--- src/rtl/bmi_bit_gather.sv ---
// Strided bit gather: walks sel_out over base+k*stride and packs mux_bit LSB-first into result.
// done arrives N+MUX_LATENCY cycles after the accept edge; no backpressure, start ignored unless idle.
module bmi_bit_gather #(
  parameter int SEL_WIDTH   = 8,
  parameter int RES_WIDTH   = 32,
  parameter int CNT_WIDTH   = 6,
  parameter int MUX_LATENCY = 2
) (
  input  logic                 clk,
  input  logic                 rst_n,
  input  logic                 start,
  input  logic [SEL_WIDTH-1:0] base_idx,
  input  logic [SEL_WIDTH-1:0] stride,
  input  logic [CNT_WIDTH-1:0] count,
  output logic [SEL_WIDTH-1:0] sel_out,
  input  logic                 mux_bit,
  output logic                 busy,
  output logic                 done,
  output logic [RES_WIDTH-1:0] result
);
  localparam int TAG_W = $clog2(RES_WIDTH);

  typedef enum logic [1:0] {IDLE, ISSUE, DRAIN, FIN} state_t;

  state_t               state;
  logic [SEL_WIDTH-1:0] stride_q;
  logic [CNT_WIDTH-1:0] n_q;
  logic [CNT_WIDTH-1:0] k_q;
  logic [2:0]           drain_q;
  logic [CNT_WIDTH-1:0] n_eff;
  logic                 issue_vld;
  logic [TAG_W-1:0]     issue_tag;
  logic                 tok_vld;
  logic [TAG_W-1:0]     tok_tag;

  assign n_eff     = (count > CNT_WIDTH'(RES_WIDTH)) ? CNT_WIDTH'(RES_WIDTH) : count;
  assign issue_vld = (state == ISSUE);
  assign issue_tag = k_q[TAG_W-1:0];

  // Tokens travel alongside the mux pipeline so each returning bit knows its slot.
  generate
    if (MUX_LATENCY == 0) begin : g_no_pipe
      assign tok_vld = issue_vld;
      assign tok_tag = issue_tag;
    end else begin : g_pipe
      logic [MUX_LATENCY-1:0] pipe_vld;
      logic [TAG_W-1:0]       pipe_tag [MUX_LATENCY];

      always_ff @(posedge clk or negedge rst_n) begin
        if (!rst_n) begin
          pipe_vld <= '0;
          for (int i = 0; i < MUX_LATENCY; i++) pipe_tag[i] <= '0;
        end else begin
          pipe_vld[0] <= issue_vld;
          pipe_tag[0] <= issue_tag;
          for (int i = 1; i < MUX_LATENCY; i++) begin
            pipe_vld[i] <= pipe_vld[i-1];
            pipe_tag[i] <= pipe_tag[i-1];
          end
        end
      end

      assign tok_vld = pipe_vld[MUX_LATENCY-1];
      assign tok_tag = pipe_tag[MUX_LATENCY-1];
    end
  endgenerate

  always_ff @(posedge clk or negedge rst_n) begin
    if (!rst_n) begin
      state    <= IDLE;
      sel_out  <= '0;
      busy     <= 1'b0;
      done     <= 1'b0;
      result   <= '0;
      stride_q <= '0;
      n_q      <= '0;
      k_q      <= '0;
      drain_q  <= '0;
    end else begin
      done <= 1'b0;
      if (tok_vld) result[tok_tag] <= mux_bit;
      case (state)
        IDLE: begin
          if (start) begin
            stride_q <= stride;
            n_q      <= n_eff;
            k_q      <= '0;
            result   <= '0;
            if (n_eff == '0) begin
              state <= FIN;
              done  <= 1'b1;
            end else begin
              state   <= ISSUE;
              busy    <= 1'b1;
              sel_out <= base_idx;
            end
          end
        end
        ISSUE: begin
          k_q <= k_q + CNT_WIDTH'(1);
          if (k_q == n_q - CNT_WIDTH'(1)) begin
            if (MUX_LATENCY == 0) begin
              state <= FIN;
              done  <= 1'b1;
              busy  <= 1'b0;
            end else begin
              state   <= DRAIN;
              drain_q <= '0;
            end
          end else begin
            sel_out <= sel_out + stride_q;
          end
        end
        DRAIN: begin
          if (drain_q == 3'(MUX_LATENCY - 1)) begin
            state <= FIN;
            done  <= 1'b1;
            busy  <= 1'b0;
          end else begin
            drain_q <= drain_q + 3'd1;
          end
        end
        FIN: state <= IDLE;
        default: state <= IDLE;
      endcase
    end
  end
endmodule
--- config.mk ---
export PLATFORM = sky130hd
export DESIGN_NAME = bmi_bit_gather
export DESIGN_NICKNAME = d
export VERILOG_FILES = /design/src/rtl/bmi_bit_gather.sv
export SDC_FILE = /design/constraint.sdc
export NUM_CORES = 1
export LEC_CHECK = 0
export ABC_CLOCK_PERIOD_IN_PS = 2330
export CAP_MARGIN = 40
export CORE_ASPECT_RATIO = 1.1
export CORE_MARGIN = 8
export CORE_UTILIZATION = 37
export DETAILED_ROUTE_END_ITERATION = 12
export HOLD_SLACK_MARGIN = 0.02
export SLEW_MARGIN = 0
export SYNTH_ARGS = -nofsm -noshare
export SYNTH_HDL_FRONTEND = slang
export SYNTH_SLANG_ARGS = --single-unit
--- constraint.sdc ---
create_clock -name clk -period 2.33 [get_ports clk]
set_input_delay 0.466 -clock clk [delete_from_list [all_inputs] [get_ports clk]]
set_output_delay 0.466 -clock clk [all_outputs]
set_load 0.05 [all_outputs]
==> results.md, run 1 <==
- The die outline width is 116.7 µm.
- The top-level port count is 68.
- The first global-routing pass estimated 16770 µm of wire.
- The post-synthesis average cell area is 8.724 µm².
- The die covers 14790 µm².
- After synthesis, the most frequently instantiated cells are 99 x nand2_1, 79 x dfrtp_1, 45 x a21oi_1, 40 x nor2_1, 31 x o21ai_0.
- In the post-synthesis netlist, the cell with the most instances is nand2_1.
- The routed metal-1 wirelength is 4355 µm.
- Routability-driven placement finished with a final weighted congestion of 0.8647.
- The final period demand of the worst path is 2.500 ns.
- The detailed-route wire length is 10140 µm.
- The run finished, with violations left.
- The initial core utilization is 0.3782.
- The count of nets after finishing is 594.
- The number of antenna-violating nets in the routed design is 0.
- The top achievable clock speed is 400.0 MHz.
- IR analysis of the VDD net gives a maximum drop of 0.7242 mV.
- The final standard cell utilization of the core is 0.5028.
- The pin slew with the least headroom to its limit is 0.6964 ns.
- The worst hold path belongs to the class primary input to async pin.
- Data on the critical path is required at its endpoint by 2.55 ns.
- The met3 wirelength from detailed routing is 599 µm.
- In the post-route analysis, the smallest setup slack over all paths is -0.1697 ns.
- The worst pin sits at a relative slew slack of 0.5322.
- Synthesis produced 473 cells.
- The final-layout setup total negative slack is -1.073 ns.
- For this design, the CTS-stage hold fixing added 0 buffers.
- In the finished design, the share of the clock period the worst path needs comes to 1.073.
- The cell taking the most area after synthesis is dfrtp_1.
- In this run the standard cell core region covers 10910 µm².
- The smallest hold slack is 0.1227 ns.
- The total design power is 6.828 mW.
- STA classifies the critical path startpoint as a flop.
- Row generation in the floorplan step produced 40 rows.
- The Yosys step of the flow raised 0 warnings.
- The uppermost signal routing layer after detailed routing is met4.
- The H-tree was split into 3 levels.
- The post-route clock skew is 0.007119 ns.
- After detailed placement, the total cell area comes to 5097 µm².
- The first detailed-routing pass took 4 iterations.
- After detailed routing, the average wire length per cell comes to 14.38 µm.
- The clock edge transition at the registers on the reported setup and hold paths is 0.06 ns.
- Setup repair after global routing could not meet its margin everywhere.
- The TritonCTS sink count is 79.
- The async set or reset register ratio after synthesis is 1.000.
- The multi-input combinational cells in the finished layout cover a total of 2012 µm².
- The setup violation total in the final timing report is 13.
- Along the worst path, the maximum fanout reaches 5.
- By area the synthesized netlist is led by dfrtp_1 48%, nand2_1 9.0%, a21oi_1 5.5%, ha_1 4.2%, o21ai_0 3.8%.
- The repair_antennas step left the layout with diodes totalling 0.
- Summed over all nets, the half-perimeter wirelength after detailed placement is 7179 µm.
- In the synthesized netlist the dominant register cell turns out to be dfrtp_1.
- The classification of the worst setup path is flop to flop.
- Data arrives at the worst endpoint at 2.72 ns.
- The clock reaches the later pin of the worst-skew pair after 0.34 ns.
- The final routed DRC violation total is 0.
- The fraction of synthesized cell area taken by the top area cell type is 0.4791.
- The analysis attributes to cell leakage a power of 2.410 nW.
- The checks that failed: setup timing.
- The sequential cell area in the final layout is 1977 µm².
- The die height is 126.8 µm.
- The number of nets in the synthesized netlist is 514.
- The total track usage is 0.1402.
- Counting along the longest clock path gives a buffer depth of 2.
- In this run the clock root is driven by a clkbuf_16.
- Port buffering added 67 buffers.
- The endpoint kind of the worst setup timing path is a flop.
- The final-report max-slew violation count came to 0.
- The proportion of layout cells with a drive suffix above 1 is 0.09857.
- The number of antenna violations at the first check in global routing is 0.
- In this run, synthesis inferred 0 flip-flops with an integrated enable.
- The number of buffers created by CTS is 9.
- The mapped netlist covers 4126 µm².
- The via count of the first global-routing pass is 3537.
- The detailed router finished its first iteration with 192 violations.
- The register area share after synthesis is 0.4791.
- The total via count in the routed design is 3589.
- The finished layout cell area is 5485 µm².
- The final number of hold-violating endpoints is 0.
- The number of inserted filler cells in the final layout is 1029.
- The number of vias per cell after detailed routing is 5.091.
- The count of cell types in the netlist is 49.
- The power density of the placed cells is 1245 nW/µm².
- The clock tree from TritonCTS is done.
- The routed design uses 4985 µm of met2 wire.
- The area growth from synthesis to layout is 32.93%.
- Summed over all layers, the global routing overflow is 0.
- The number of maximum-capacitance violations is 0.
- Counting flops and latches in the post-synthesis netlist gives 79.
- The maximum number of pins on one net before global-route repair is 50.
## state kept, by name (all words and copies together), names as in the netlist, 3 cells and up
name             cells
drain_q              3
g_pipe.pipe_tag      5
k_q                  6
n_q                  6
result              32
sel_out              8
stride_q             8
tok_tag              5
## layout by cell type (no fill, tap or decap), types with 3 or more instances in the layout
master           synthesis  final
bufinv_16                0      3
nand2_1                 99     99
buf_4                    0     27
clkdlybuf4s50_1          0     66
o21ai_1                  5      5
inv_1                   13     13
clkbuf_16                0      9
a21oi_1                 45     45
mux2i_1                  9      9
nor2_1                  40     40
ha_1                    14     14
xnor2_1                  9      9
nor2b_1                  6      6
nor3_1                   7      7
dfrtp_1                 79     79
a31oi_1                  5      5
xor2_1                   3      3
o21ai_0                 31     31
nand3b_1                 9      9
nor3b_1                  5      5
a21o_1                   5      5
nand3_1                 24     24
## final cells by class
cell class / count / area share
tap: 147 / 0.03353
inverter: 14 / 0.009580
timing repair buffer: 96 / 0.1667
clock inverter: 7 / 0.02190
sequential: 79 / 0.3604
multi-input combinational: 353 / 0.3668
clock buffer: 9 / 0.04106
## repair_timing
action,4_1_cts,5_1_grt
pin swaps,4,2
gates resized for setup,4,1
setup buffers,3,1
endpoints found under the setup margin,10,13
gates cloned,0,0
## per-layer routing
metal  GRT usage  vias to the layer above
met5           0                        -
met4     0.05279                        0
met3     0.03987                       15
met2      0.2416                       84
met1      0.1594                     1701
li1            -                     1789
## power by group
part           total [mW]  internal (mW)  switching (mW)
Combinational        3.16           1.33            1.82
Sequential           2.04           1.72           0.323
Clock                1.63           1.05           0.578
## through the flow
stage | setup WS, ns | instances
finish | -0.1697 | 705
global route | -0.2264 | 705
CTS | -0.1636 | 705
detailed placement | -0.1871 | 686
global placement | -0.1398 | 686
floorplan | -0.1320 | 473
## worst paths after layout
kind                                    start         end  slack (ns)  cells after the start
setup / recovery                       n_q[1]    state[1]       -0.17                      6
max in group asynchronous               rst_n  sel_out[2]        1.61                      2
min in group clk           g_pipe.pipe_tag[5]  tok_tag[0]        0.35                      0
hold reg to reg            g_pipe.pipe_tag[5]  tok_tag[0]        0.35                      0
hold / removal                          rst_n   result[9]        0.12                      1
setup reg to reg                       n_q[1]    state[1]       -0.17                      6
## critical path, stage by stage (launching register included)
cell,delay [ns]
dfrtp_1,0.39
or4_4,0.54
or3_4,0.36
a2111oi_4,0.34
nand2_2,0.15
a211o_1,0.31
mux2_4,0.30
## cell families after synthesis
kind of cell / count (synthesis) / share of synthesized area
compound gates: 108 / 0.1553
simple gates: 208 / 0.2301
flops: 79 / 0.4791
buf+inv: 41 / 0.03730
xor+xnor: 12 / 0.02547
fa+ha+maj: 15 / 0.04730
mux: 10 / 0.02547
Note: power is estimated with default switching activity, not from simulation.
==> inputs of run 2 (changes only) <==
--- a/config.mk
+++ b/config.mk
@@ -11,6 +11,7 @@
 export CORE_MARGIN = 8
 export CORE_UTILIZATION = 37
 export DETAILED_ROUTE_END_ITERATION = 12
+export GPL_ROUTABILITY_DRIVEN = 0
 export HOLD_SLACK_MARGIN = 0.02
 export SLEW_MARGIN = 0
 export SYNTH_ARGS = -nofsm -noshare
==> results of run 2 <==
Final layout, timing and power as in run 1 (identical DEF).
